==> src/rtl/mult_pkg.sv <==
// Shared types for the shift-and-add multiplier: datapath strobe bundle,
// controller state encoding and the default operand width.
package mult_pkg;

   localparam int MULT_N_DEFAULT = 8;

   typedef struct packed {
      logic load_A;
      logic load_B;
      logic load_add;
      logic shift_HQ_LQ;
      logic add_sub;
   } mult_control_t;

   typedef enum logic [2:0] {
      IDLE  = 3'd0,
      LOAD  = 3'd1,
      CHECK = 3'd2,
      ADD   = 3'd3,
      SHIFT = 3'd4,
      DONE  = 3'd5
   } mult_state_t;

   // Moore strobe decode; anything not listed (including illegal codes) is all-zero.
   function automatic mult_control_t decode_strobes(input mult_state_t s);
      mult_control_t c;
      c = '0;
      case (s)
         LOAD: begin
            c.load_A = 1'b1;
            c.load_B = 1'b1;
         end
         ADD:     c.load_add    = 1'b1;
         SHIFT:   c.shift_HQ_LQ = 1'b1;
         default: c = '0;
      endcase
      return c;
   endfunction

endpackage

==> src/rtl/edge_detect_rise.sv <==
// Rising-edge detector: one history register and an AND gate.
module edge_detect_rise (
   input  logic clk,
   input  logic rst,
   input  logic in,
   output logic pulse
);

   logic in_q;

   always_ff @(posedge clk or posedge rst) begin
      if (rst) begin
         in_q <= 1'b0;
      end else begin
         in_q <= in;
      end
   end

   assign pulse = in & ~in_q;

endmodule

==> src/rtl/mult_control_fsm.sv <==
// Sequencing controller for the shift-and-add multiplier: LOAD, then N rounds
// of CHECK/(ADD)/SHIFT, then a one-cycle DONE.
module mult_control_fsm
   import mult_pkg::*;
#(
   parameter int N = MULT_N_DEFAULT
) (
   input  logic          clk,
   input  logic          rst,
   input  logic          start,
   input  logic          Q_LSB,
   output mult_control_t mult_control,
   output logic          busy,
   output logic          done,
   output logic          result_valid
);

   localparam int CNT_W = (N > 2) ? $clog2(N) : 1;
   localparam logic [CNT_W-1:0] LAST_ITER = CNT_W'(N - 1);

   logic             start_rise;
   mult_state_t      state_reg;
   mult_state_t      state_next;
   logic [CNT_W-1:0] counter_reg;
   logic [CNT_W-1:0] counter_next;
   logic             result_valid_next;

   edge_detect_rise u_start_edge (
      .clk   (clk),
      .rst   (rst),
      .in    (start),
      .pulse (start_rise)
   );

   always_comb begin
      state_next        = IDLE;
      counter_next      = counter_reg;
      result_valid_next = result_valid;
      case (state_reg)
         IDLE: begin
            if (start_rise) begin
               state_next        = LOAD;
               result_valid_next = 1'b0;
            end
         end
         LOAD: begin
            counter_next = '0;
            state_next   = CHECK;
         end
         CHECK: state_next = Q_LSB ? ADD : SHIFT;
         ADD:   state_next = SHIFT;
         SHIFT: begin
            // Exit on the last iteration instead of incrementing, so the counter never wraps.
            if (counter_reg == LAST_ITER) begin
               state_next        = DONE;
               result_valid_next = 1'b1;
            end else begin
               counter_next = counter_reg + 1'b1;
               state_next   = CHECK;
            end
         end
         DONE:    state_next = IDLE;
         default: state_next = IDLE;
      endcase
   end

   // Outputs are registered from the next state so they line up with the state register.
   always_ff @(posedge clk or posedge rst) begin
      if (rst) begin
         state_reg    <= IDLE;
         counter_reg  <= '0;
         mult_control <= '0;
         busy         <= 1'b0;
         done         <= 1'b0;
         result_valid <= 1'b0;
      end else begin
         state_reg    <= state_next;
         counter_reg  <= counter_next;
         mult_control <= decode_strobes(state_next);
         busy         <= (state_next != IDLE);
         done         <= (state_next == DONE);
         result_valid <= result_valid_next;
      end
   end

endmodule

==> config.mk <==
export PLATFORM = sky130hd
export DESIGN_NAME = mult_control_fsm
export DESIGN_NICKNAME = d
export VERILOG_FILES = /design/src/rtl/mult_pkg.sv /design/src/rtl/edge_detect_rise.sv /design/src/rtl/mult_control_fsm.sv
export SDC_FILE = /design/constraint.sdc
export NUM_CORES = 1
export LEC_CHECK = 0
export BUFFER_PORTS_ARGS = -buffer_cell sky130_fd_sc_hd__buf_2
export CORE_AREA = 5 5 46 48
export DETAILED_ROUTE_END_ITERATION = 10
export DIE_AREA = 0 0 51 53
export SETUP_SLACK_MARGIN = 0.1
export SLEW_MARGIN = 10
export SYNTH_ARGS = -nofsm -noshare
export SYNTH_HDL_FRONTEND = slang
export SYNTH_SLANG_ARGS = --single-unit
==> constraint.sdc <==
create_clock -name clk -period 4.35 [get_ports clk]
set_input_delay 0.2175 -clock clk [delete_from_list [all_inputs] [get_ports clk]]
set_output_delay 0.2175 -clock clk [all_outputs]
set_load 0.01 [all_outputs]
==> results.md, run 1 <==
* Run status: complete, no violations
* Dpl cell area at between 600 and 700 um2
* Reg power frac at between 40 and 50%
* Mapped cell area at between 500 and 600 um2
* Hold Violations, Final at 0
* Switch share at between 30 and 40%
* Setup bufs post-CTS at 0
* Wire length per cell at around 12 um
* Area contributors post-synth: dfrtp_1 (59%), o2bb2ai_1 (4.7%), ha_1 (4.5%)
* Top FF cell, synth: dfrtp_1
* Post-synth EDFFs at 0
* Initial Util at 33.3%
* Final WS setup at 2.84 ns
* Synth Area in Compound Gates at roughly 12%
* Total global routing overflow at 0
* Starting DRT DRC Count at 2
* Clock Power Share at 19.3%
* Post-route ant nets at 0
* Die X at a little over 50 um
* FP Rows at 15
* Ys Warns at 0
* Largest net degree at the start of global routing at 14
* Clock latency on the worst-skew pair at 0.27 ns
* Post-synthesis xor/xnor area fraction at about 1.6%
* Final Cycle Share at a little over a third
* Element type at the critical path end: register
* Combinational power share at a little under a third
* Post-Synth Adder-Cell Area at roughly 4.5%
* Share of layout cells above drive strength 1 at 27.6%
* Pre-CTS setup slack at around 2.8 ns
* Via/cell ratio at 5.04
* WL final at 923 um
* CTS H-tree lvls at 1
* Hold/Removal Path Class: input pin to register
* Gpl congestion at 0.771
* Pleak at between 0.3 and 0.4 nW
* Post-synthesis mux area share at 1.80%
* Max Slew Vio Count at 0
* # clock sinks at 13
* Min Hold Slack at around 0.063 ns
* Syn_nets at 52
* Most common cell after layout, fill and taps aside: dfrtp_1
* Ys async rst share at 100%
* Seq/Total Area, Yosys at between 50% and 60%
* CTS Root Cell: clkbuf_4
* Diode count at 0
* Initial antenna violation count at 0
* Area delta synth->final at 15.3%
* RSZ-0062 raised after global routing: false
* Port Buffer Count at 10
* Most frequent cells in the layout: dfrtp_1 (13), buf_2 (10), inv_1 (3), o2bb2ai_1 (3), clkbuf_4 (3)
* Mapped Avg Cell Area at roughly 12 um2
* Vias in the first global route at roughly 360
* Max_cap viols at 0
* Main combinational cell family by area after synthesis: simple AND/OR/NAND/NOR gates
* Die area at between 2000 and 3000 um2
* Die H at about 53 um
* Min-delay src: start
* Setup TNS at 0 ns
* Final nets at 65
* Total CTS buffers at 3
* Psw at between 100 and 150 uW
* Core box area at ~1700 um2
* First-pass GRT wire length at roughly 1600 um
* Fraction of the mapped netlist area in simple logic gates at 14.4%
* Final HPWL DP at ~680 um
* Post-Synthesis Cells at 46
* Drt drc at 0
* Synth Register Bits at 13
* Post-synth top area share at 58.6%
* Power per standard cell area at roughly 600 nW/um2
* Clock-pin slew on the worst setup and hold paths at about 0.080 ns
* Startpoint Class: register
* Crit path required time at approximately 4.5 ns
* CP Class: register to register
* Global Route Usage Sum at under 10%
* CP startpoint: counter_reg[0]
* Worst IR Drop VDD at roughly 0.00022 V
* Power Internal at ~250 uW
* Worst-path fanout max at 4
* FF-to-FF Start: counter_reg[0]
* Bufs on Longest Clock Path at 2
* TritonCTS clock tree: done
* Fin crit period at approximately 1.5 ns
* Io pins at 12
* Max Fclk at 0.661 GHz
* WP data arrival at between 1.5 and 2 ns
* Worst Clk Skew at approximately 0.0019 ns
* Post-synth top area cell: dfrtp_1
* Via Count at between 300 and 400
* Post-route cell area at approximately 640 um2
* Drt first pass iters at 4
* Final setup fails at 0
* Post-synth cell types at 24
[critical path, stage by stage (launching register included)]
cell     delay, ns
dfrtp_1       0.41
ha_1          0.22
ha_1          0.22
and3_4        0.19
or3_1         0.35
[cells by family after synthesis]
group	Yosys count
muxes	1
and+or+nand+nor	13
other	1
AOI/OAI and AO/OA	9
DFF	13
adders and majority gates	2
buffers and inverters	6
xor gates and xnor gates	1
[layout make-up]
| type | instances | area [um2] |
|---|---|---|
| well taps | 17 | 21.3 |
| fillers | 164 | 1030 |
| repair buffers | 11 | 60.1 |
| inverters | 3 | 11.3 |
| clock buffers | 4 | 26.3 |
| flip-flops and latches | 13 | 325 |
| multi-input cells | 27 | 196 |
[synthesized netlist by cell type, types with 2 or more instances]
cell type   n
o21bai_1    2
ha_1        2
buf_4       3
a22oi_1     2
nor2b_1     2
dfrtp_1    13
o2bb2ai_1   3
inv_1       3
[layer usage]
| layer | GRT usage (%) | vias up | wire [um] |
|---|---|---|---|
| met4 | 6.73 | 0 | 31 |
| met3 | 5.35 | 2 | 92 |
| li1 | - | 181 | - |
| met2 | 11.2 | 17 | 376 |
| met5 | 0 | - | 0 |
| met1 | 10.1 | 178 | 422 |
[repair_timing]
action / CTS / global route
hold endpoints to repair: 13 / 0
resized for setup: 0 / 0
hold buffers: 1 / 0
[power by group through the flow]
stage / combinational, mW / clock (mW) / sequential, mW
floorplan: 0.0990 / 0 / 0.180
global placement: 0.119 / 0 / 0.186
detailed placement: 0.121 / 0 / 0.186
CTS: 0.123 / 0.0763 / 0.184
global route: 0.135 / 0.0833 / 0.191
finish: 0.120 / 0.0729 / 0.184
[final timing paths]
kind                                endpoint  slack [ns]  cells after the start
max                             state_reg[0]        2.84                      4
min in group asynchronous       result_valid        0.50                      3
max in group asynchronous     counter_reg[2]        3.52                      3
min reg2reg                     result_valid        0.49                      1
min                        u_start_edge.in_q        0.06                      1
max reg2reg                     state_reg[0]        2.84                      4
[per-stage QoR]
stage	std cells	utilization (%)	total power, mW
after global placement	70	36.2	0.306
after global routing	75	38.4	0.409
final	75	38.4	0.377
after CTS	75	38.4	0.383
after floorplan	46	-	0.279
after detailed placement	70	36.2	0.307
Note: power is estimated with default switching activity, not from simulation.
==> run 2, diff against run 1 <==
==> constraint.sdc (replaced) <==
create_clock -name clk -period 1.6 [get_ports clk]
set_input_delay 0.08 -clock clk [delete_from_list [all_inputs] [get_ports clk]]
set_output_delay 0.08 -clock clk [all_outputs]
set_load 0.01 [all_outputs]
==> run 2 against run 1 <==
  * Critical path depth unchanged
  * Sequential share of layout area fell by 2.1 points
  * Critical endpoint unchanged
  * Wire length up 7.7%
==> results.md, run 2 (synthesized netlist as in run 1, its figures left out) <==
* WP data arrival at 1.60 ns
* Io pins at 12
* Largest net degree at the start of global routing at 14
* Power per standard cell area at approximately 1600 nW/um2
* Min-delay src: Q_LSB
* Worst IR Drop VDD at 0.000733 V
* Combinational power share at around a third
* First-pass GRT wire length at 1660 um
* FP Rows at 15
* Via/cell ratio at between 4 and 5
* Min Hold Slack at ~0.15 ns
* Clock latency on the worst-skew pair at approximately 0.27 ns
* Final setup fails at 0
* RR Endpoint: state_reg[0]
* Most frequent cells in the layout: dfrtp_1 (13), buf_2 (10), inv_1 (3), o2bb2ai_1 (3), clkbuf_4 (3)
* Psw at 364 uW
* Post-route insts no fill at between 70 and 80
* Reg power frac at a little under half
* Hold Violations, Final at 0
* Port Buffer Count at 10
* Vias in the first global route at about 370
* Most common cell after layout, fill and taps aside: dfrtp_1
* Bufs on Longest Clock Path at 2
* Total CTS buffers at 3
* Fin crit period at between 1 and 1.5 ns
* Die X at a little over 50 um
* R2R cell count at 4
* Hold/Removal Path Class: input pin to register
* Pleak at approximately 0.36 nW
* Die H at approximately 53 um
* Initial antenna violation count at 0
* Wire length per cell at approximately 13 um
* Worst-path fanout max at 4
* Max Fclk at between 0.6 and 0.7 GHz
* Drt drc at 0
* Post-route cell area at about 670 um2
* Global Route Usage Sum at under 10%
* Element type at the critical path end: register
* Drt first pass iters at 3
* # clock sinks at 13
* Power Internal at roughly 700 uW
* Placed cells at 70
* Dpl cell area at around 600 um2
* Core box area at 1670 um2
* Max_cap viols at 0
* Worst Clk Skew at just under 0.005 ns
* Max Slew Vio Count at 0
* Clock-pin slew on the worst setup and hold paths at about 0.08 ns
* Crit path required time at ~1.8 ns
* Clock Power Share at between 10% and 20%
* Pre-CTS setup slack at roughly 0.10 ns
* WHS Path Cells at 3
* Initial Util at between 30% and 40%
* CTS Root Cell: clkbuf_4
* Via Count at ~380
* Gpl congestion at a little under 0.8
* Area delta synth->final at 20.3%
* Starting DRT DRC Count at 8
* FF-to-FF Start: counter_reg[1]
* R2R setup slack at 0.16 ns
* TritonCTS clock tree: done
* Die area at 2700 um2
* CTS H-tree lvls at 1
* Final WS setup at 0.156 ns
* Final HPWL DP at 679 um
* RSZ-0062 raised after global routing: false
* Startpoint Class: register
* Final Cycle Share at approximately nine tenths
* WL final at about 1000 um
* CP Class: register to register
* Post-route ant nets at 0
* Switch share at 34.4%
* Share of layout cells above drive strength 1 at 31.1%
* Hold Path Sink: mult_control[1]
* Setup TNS at 0 ns
* Total global routing overflow at 0
* Diode count at 0
* Run status: complete, no violations
* Final nets at 68
## run 2: changes by cell type in the layout (fill, tap and decap cells not counted), sizes merged
cell	delta
dlygate4sd3	+1
buf	+2
## run 2: how the worst max path moves through the flow
stage | startpoint | endpoint | cells after the start
after floorplan | counter_reg[0] | state_reg[0] | 4
after global placement | counter_reg[0] | state_reg[0] | 4
after detailed placement | counter_reg[0] | state_reg[0] | 4
after CTS | counter_reg[1] | state_reg[0] | 4
after global routing | counter_reg[1] | state_reg[0] | 4
final | counter_reg[1] | state_reg[0] | 4
## run 2: through the flow
stage               power [mW]  util, %
floorplan                0.760        -
global placement         0.832     36.2
detailed placement       0.833     36.2
CTS                       1.06     39.4
global route              1.15     40.0
finish                    1.06     40.0
## run 2: cell type report
cell class,count,area (um2)
well taps,17,21.3
fillers,161,1000
clock buffers,4,26.3
repair buffers,14,85.1
multi-input cells,27,199
flip-flops and latches,13,325
inverters,3,11.3
## run 2: power by group through the flow
stage          logic, mW  clock network (mW)  registers (mW)
3_3_place_gp       0.325                   0           0.507
3_5_place_dp       0.328                   0           0.505
2_1_floorplan      0.269                   0           0.490
6_report           0.364               0.196           0.498
4_1_cts            0.353               0.208           0.495
5_1_grt            0.407               0.230           0.511
## run 2: critical path, cell delays in order, from the launching register on
cell and delay [ns]:
dfrtp_1 0.40, ha_1 0.20, ha_2 0.19, and3_4 0.18
or3_1 0.36
## run 2: routing by layer
metal | global-route usage [%] | part of all wire, % | vias to the layer above
li1 | - | - | 186
met1 | 11.0 | 50 | 178
met2 | 11.6 | 38 | 13
met3 | 5.92 | 8.7 | 2
met4 | 5.38 | 2.4 | 0
met5 | 0 | 0 | -
## run 2: what timing repair did
| item | in CTS | in global routing |
|---|---|---|
| hold endpoints to repair | 14 | 0 |
| endpoints found under the setup margin | 1 | 4 |
| buffers inserted | 1 | 1 |
| hold buffers | 2 | 0 |
| gates resized for setup | 0 | 1 |
==> run 3, diff against run 2 <==
--- a/config.mk
+++ b/config.mk
@@ -6,9 +6,9 @@
 export NUM_CORES = 1
 export LEC_CHECK = 0
 export BUFFER_PORTS_ARGS = -buffer_cell sky130_fd_sc_hd__buf_2
-export CORE_AREA = 5 5 46 48
+export CORE_AREA = 4 4 45 47
 export DETAILED_ROUTE_END_ITERATION = 10
-export DIE_AREA = 0 0 51 53
+export DIE_AREA = 0 0 49 51
 export SETUP_SLACK_MARGIN = 0.1
 export SLEW_MARGIN = 10
 export SYNTH_ARGS = -nofsm -noshare
==> run 3 against run 2 <==
  * Sequential power about the same
  * Utilization is the same
  * Critical path depth is the same
  * Final area decreased by 1.1%
  * Combinational power is 2% lower
  * Sequential cell count is the same
  * Clock skew decreased by 0.00054 ns
  * Largest power group unchanged
  * Highest routed layer unchanged
==> results.md, run 3 (synthesized netlist as in run 1, its figures left out) <==
* Run status: complete, no violations
* FP Rows at 15
* CTS H-tree lvls at 1
* CP Class: register to register
* First-pass GRT wire length at approximately 1800 um
* Crit path required time at 1.76 ns
* Min-delay src: Q_LSB
* Final HPWL DP at 706 um
* Final WS setup at between 0.15 and 0.2 ns
* Hold Violations, Final at 0
* Drt first pass iters at 4
* Final Cycle Share at approximately nine tenths
* Diode count at 0
* Area delta synth->final at 18.9%
* Global Route Usage Sum at roughly a tenth
* Setup TNS at 0 ns
* Via/cell ratio at a little under 5
* Gpl congestion at around 0.78
* Most frequent cells in the layout: dfrtp_1 (13), buf_2 (10), inv_1 (3), o2bb2ai_1 (3), clkbuf_4 (3)
* Share of layout cells above drive strength 1 at between 30% and 40%
* WL final at roughly 1000 um
* Clock-pin slew on the worst setup and hold paths at approximately 0.08 ns
* Starting DRT DRC Count at 1
* Layout Utilization at about two fifths
* Combinational power share at between 30 and 40%
* Die X at about 49 um
* Pleak at about 0.36 nW
* FF-to-FF Start: counter_reg[0]
* Hold Path Sink: mult_control[1]
* R2R setup slack at roughly 0.17 ns
* Wire length per cell at 13.0 um
* TritonCTS clock tree: done
* Max Slew Vio Count at 0
* Filler instances at between 150 and 200
* Port Buffer Count at 10
* Initial antenna violation count at 0
* Vias in the first global route at 380
* Max Fclk at between 0.7 and 0.8 GHz
* Clock latency on the worst-skew pair at between 0.2 and 0.3 ns
* Die area at around 2500 um2
* Pre-CTS setup slack at between 0.1 and 0.15 ns
* Fin crit period at between 1 and 1.5 ns
* Met2 usage in global routing at ~12%
* Met1 GRT Util at roughly an eighth
* WHS Path Cells at 3
* R2R cell count at 4
* Clock Power Share at between 10% and 20%
* Largest net degree at the start of global routing at 14
* Min Hold Slack at 0.156 ns
* Drt drc at 0
* CTS Root Cell: clkbuf_4
* Initial Util at ~34%
* Hold/Removal Path Class: input pin to register
* Total CTS buffers at 3
* Total power at 1.06 mW
* # clock sinks at 13
* Reg power frac at a little under half
* Worst-path fanout max at 4
* Most common cell after layout, fill and taps aside: dfrtp_1
* Bufs on Longest Clock Path at 2
* Psw at 373 uW
* Max_cap viols at 0
* Startpoint Class: register
* Element type at the critical path end: register
* Switch share at 35.2%
* Final setup fails at 0
* Final nets at 67
* Via Count at 377
* RR Endpoint: state_reg[0]
* Met3 usage at about 6.1%
* WP data arrival at 1.59 ns
* Total global routing overflow at 0
* Core box area at approximately 1700 um2
* Layer with the highest usage: met2
* Io pins at 12
* RSZ-0062 raised after global routing: false
* Power per standard cell area at 1600 nW/um2
* Worst Clk Skew at ~0.0044 ns
* Power Internal at just under 700 uW
* Worst IR Drop VDD at 0.000743 V
* Post-route ant nets at 0
* Die H at 51 um
## run 3: cell types whose count changed in the layout (fill, tap and decap cells not counted), sizes merged
cell  change
buf       -1
## run 3: cell type report
type | count | area [um2] | share of cell area, %
Timing Repair Buffer | 13 | 77.6 | 11.7
Sequential cell | 13 | 325 | 49.2
Clock buffer | 4 | 26.3 | 3.98
Inverter | 3 | 11.3 | 1.70
Tap cell | 17 | 21.3 | 3.22
Multi-Input combinational cell | 27 | 199 | 30.1
## run 3: worst max-delay path: stages, from the launching register on
cell	delay, ns
dfrtp_1	0.39
ha_1	0.20
ha_2	0.19
and3_4	0.18
or3_1	0.36
## run 3: how the worst max path moves through the flow
stage               depth (start not counted)             end  slack [ns]           start
finish                                      4    state_reg[0]        0.17  counter_reg[0]
global route                                5  counter_reg[2]        0.12  counter_reg[1]
CTS                                         4    state_reg[0]        0.12  counter_reg[0]
detailed placement                          4    state_reg[0]        0.10  counter_reg[0]
global placement                            4    state_reg[0]        0.13  counter_reg[0]
floorplan                                   4    state_reg[0]        0.16  counter_reg[0]
## run 3: what timing repair did
action / CTS / global route
gates resized for setup: 0 / 1
endpoints found under the hold margin: 14 / 0
hold buffers: 2 / 0
buffers inserted: 1 / 0
endpoints found under the setup margin: 1 / 2
pin swaps: 0 / 0
## run 3: routing by layer
layer	vias to the layer above	share of wire [%]
met4	0	2.1
met1	174	47
met5	-	0
li1	186	-
met3	2	7.6
met2	15	43
## run 3: power by group through the flow
stage,Clock [mW],Sequential [mW],Combinational (mW)
after CTS,0.211,0.499,0.357
after global routing,0.233,0.516,0.406
after detailed placement,0,0.510,0.331
after global placement,0,0.509,0.326
after floorplan,0,0.490,0.269
final,0.205,0.500,0.355
## run 3: per-stage QoR
| stage | instance area (um2) | cells |
|---|---|---|
| finish | 661 | 77 |
| global route | 661 | 77 |
| CTS | 658 | 77 |
| detailed placement | 604 | 70 |
| global placement | 604 | 70 |
| floorplan | 556 | 46 |
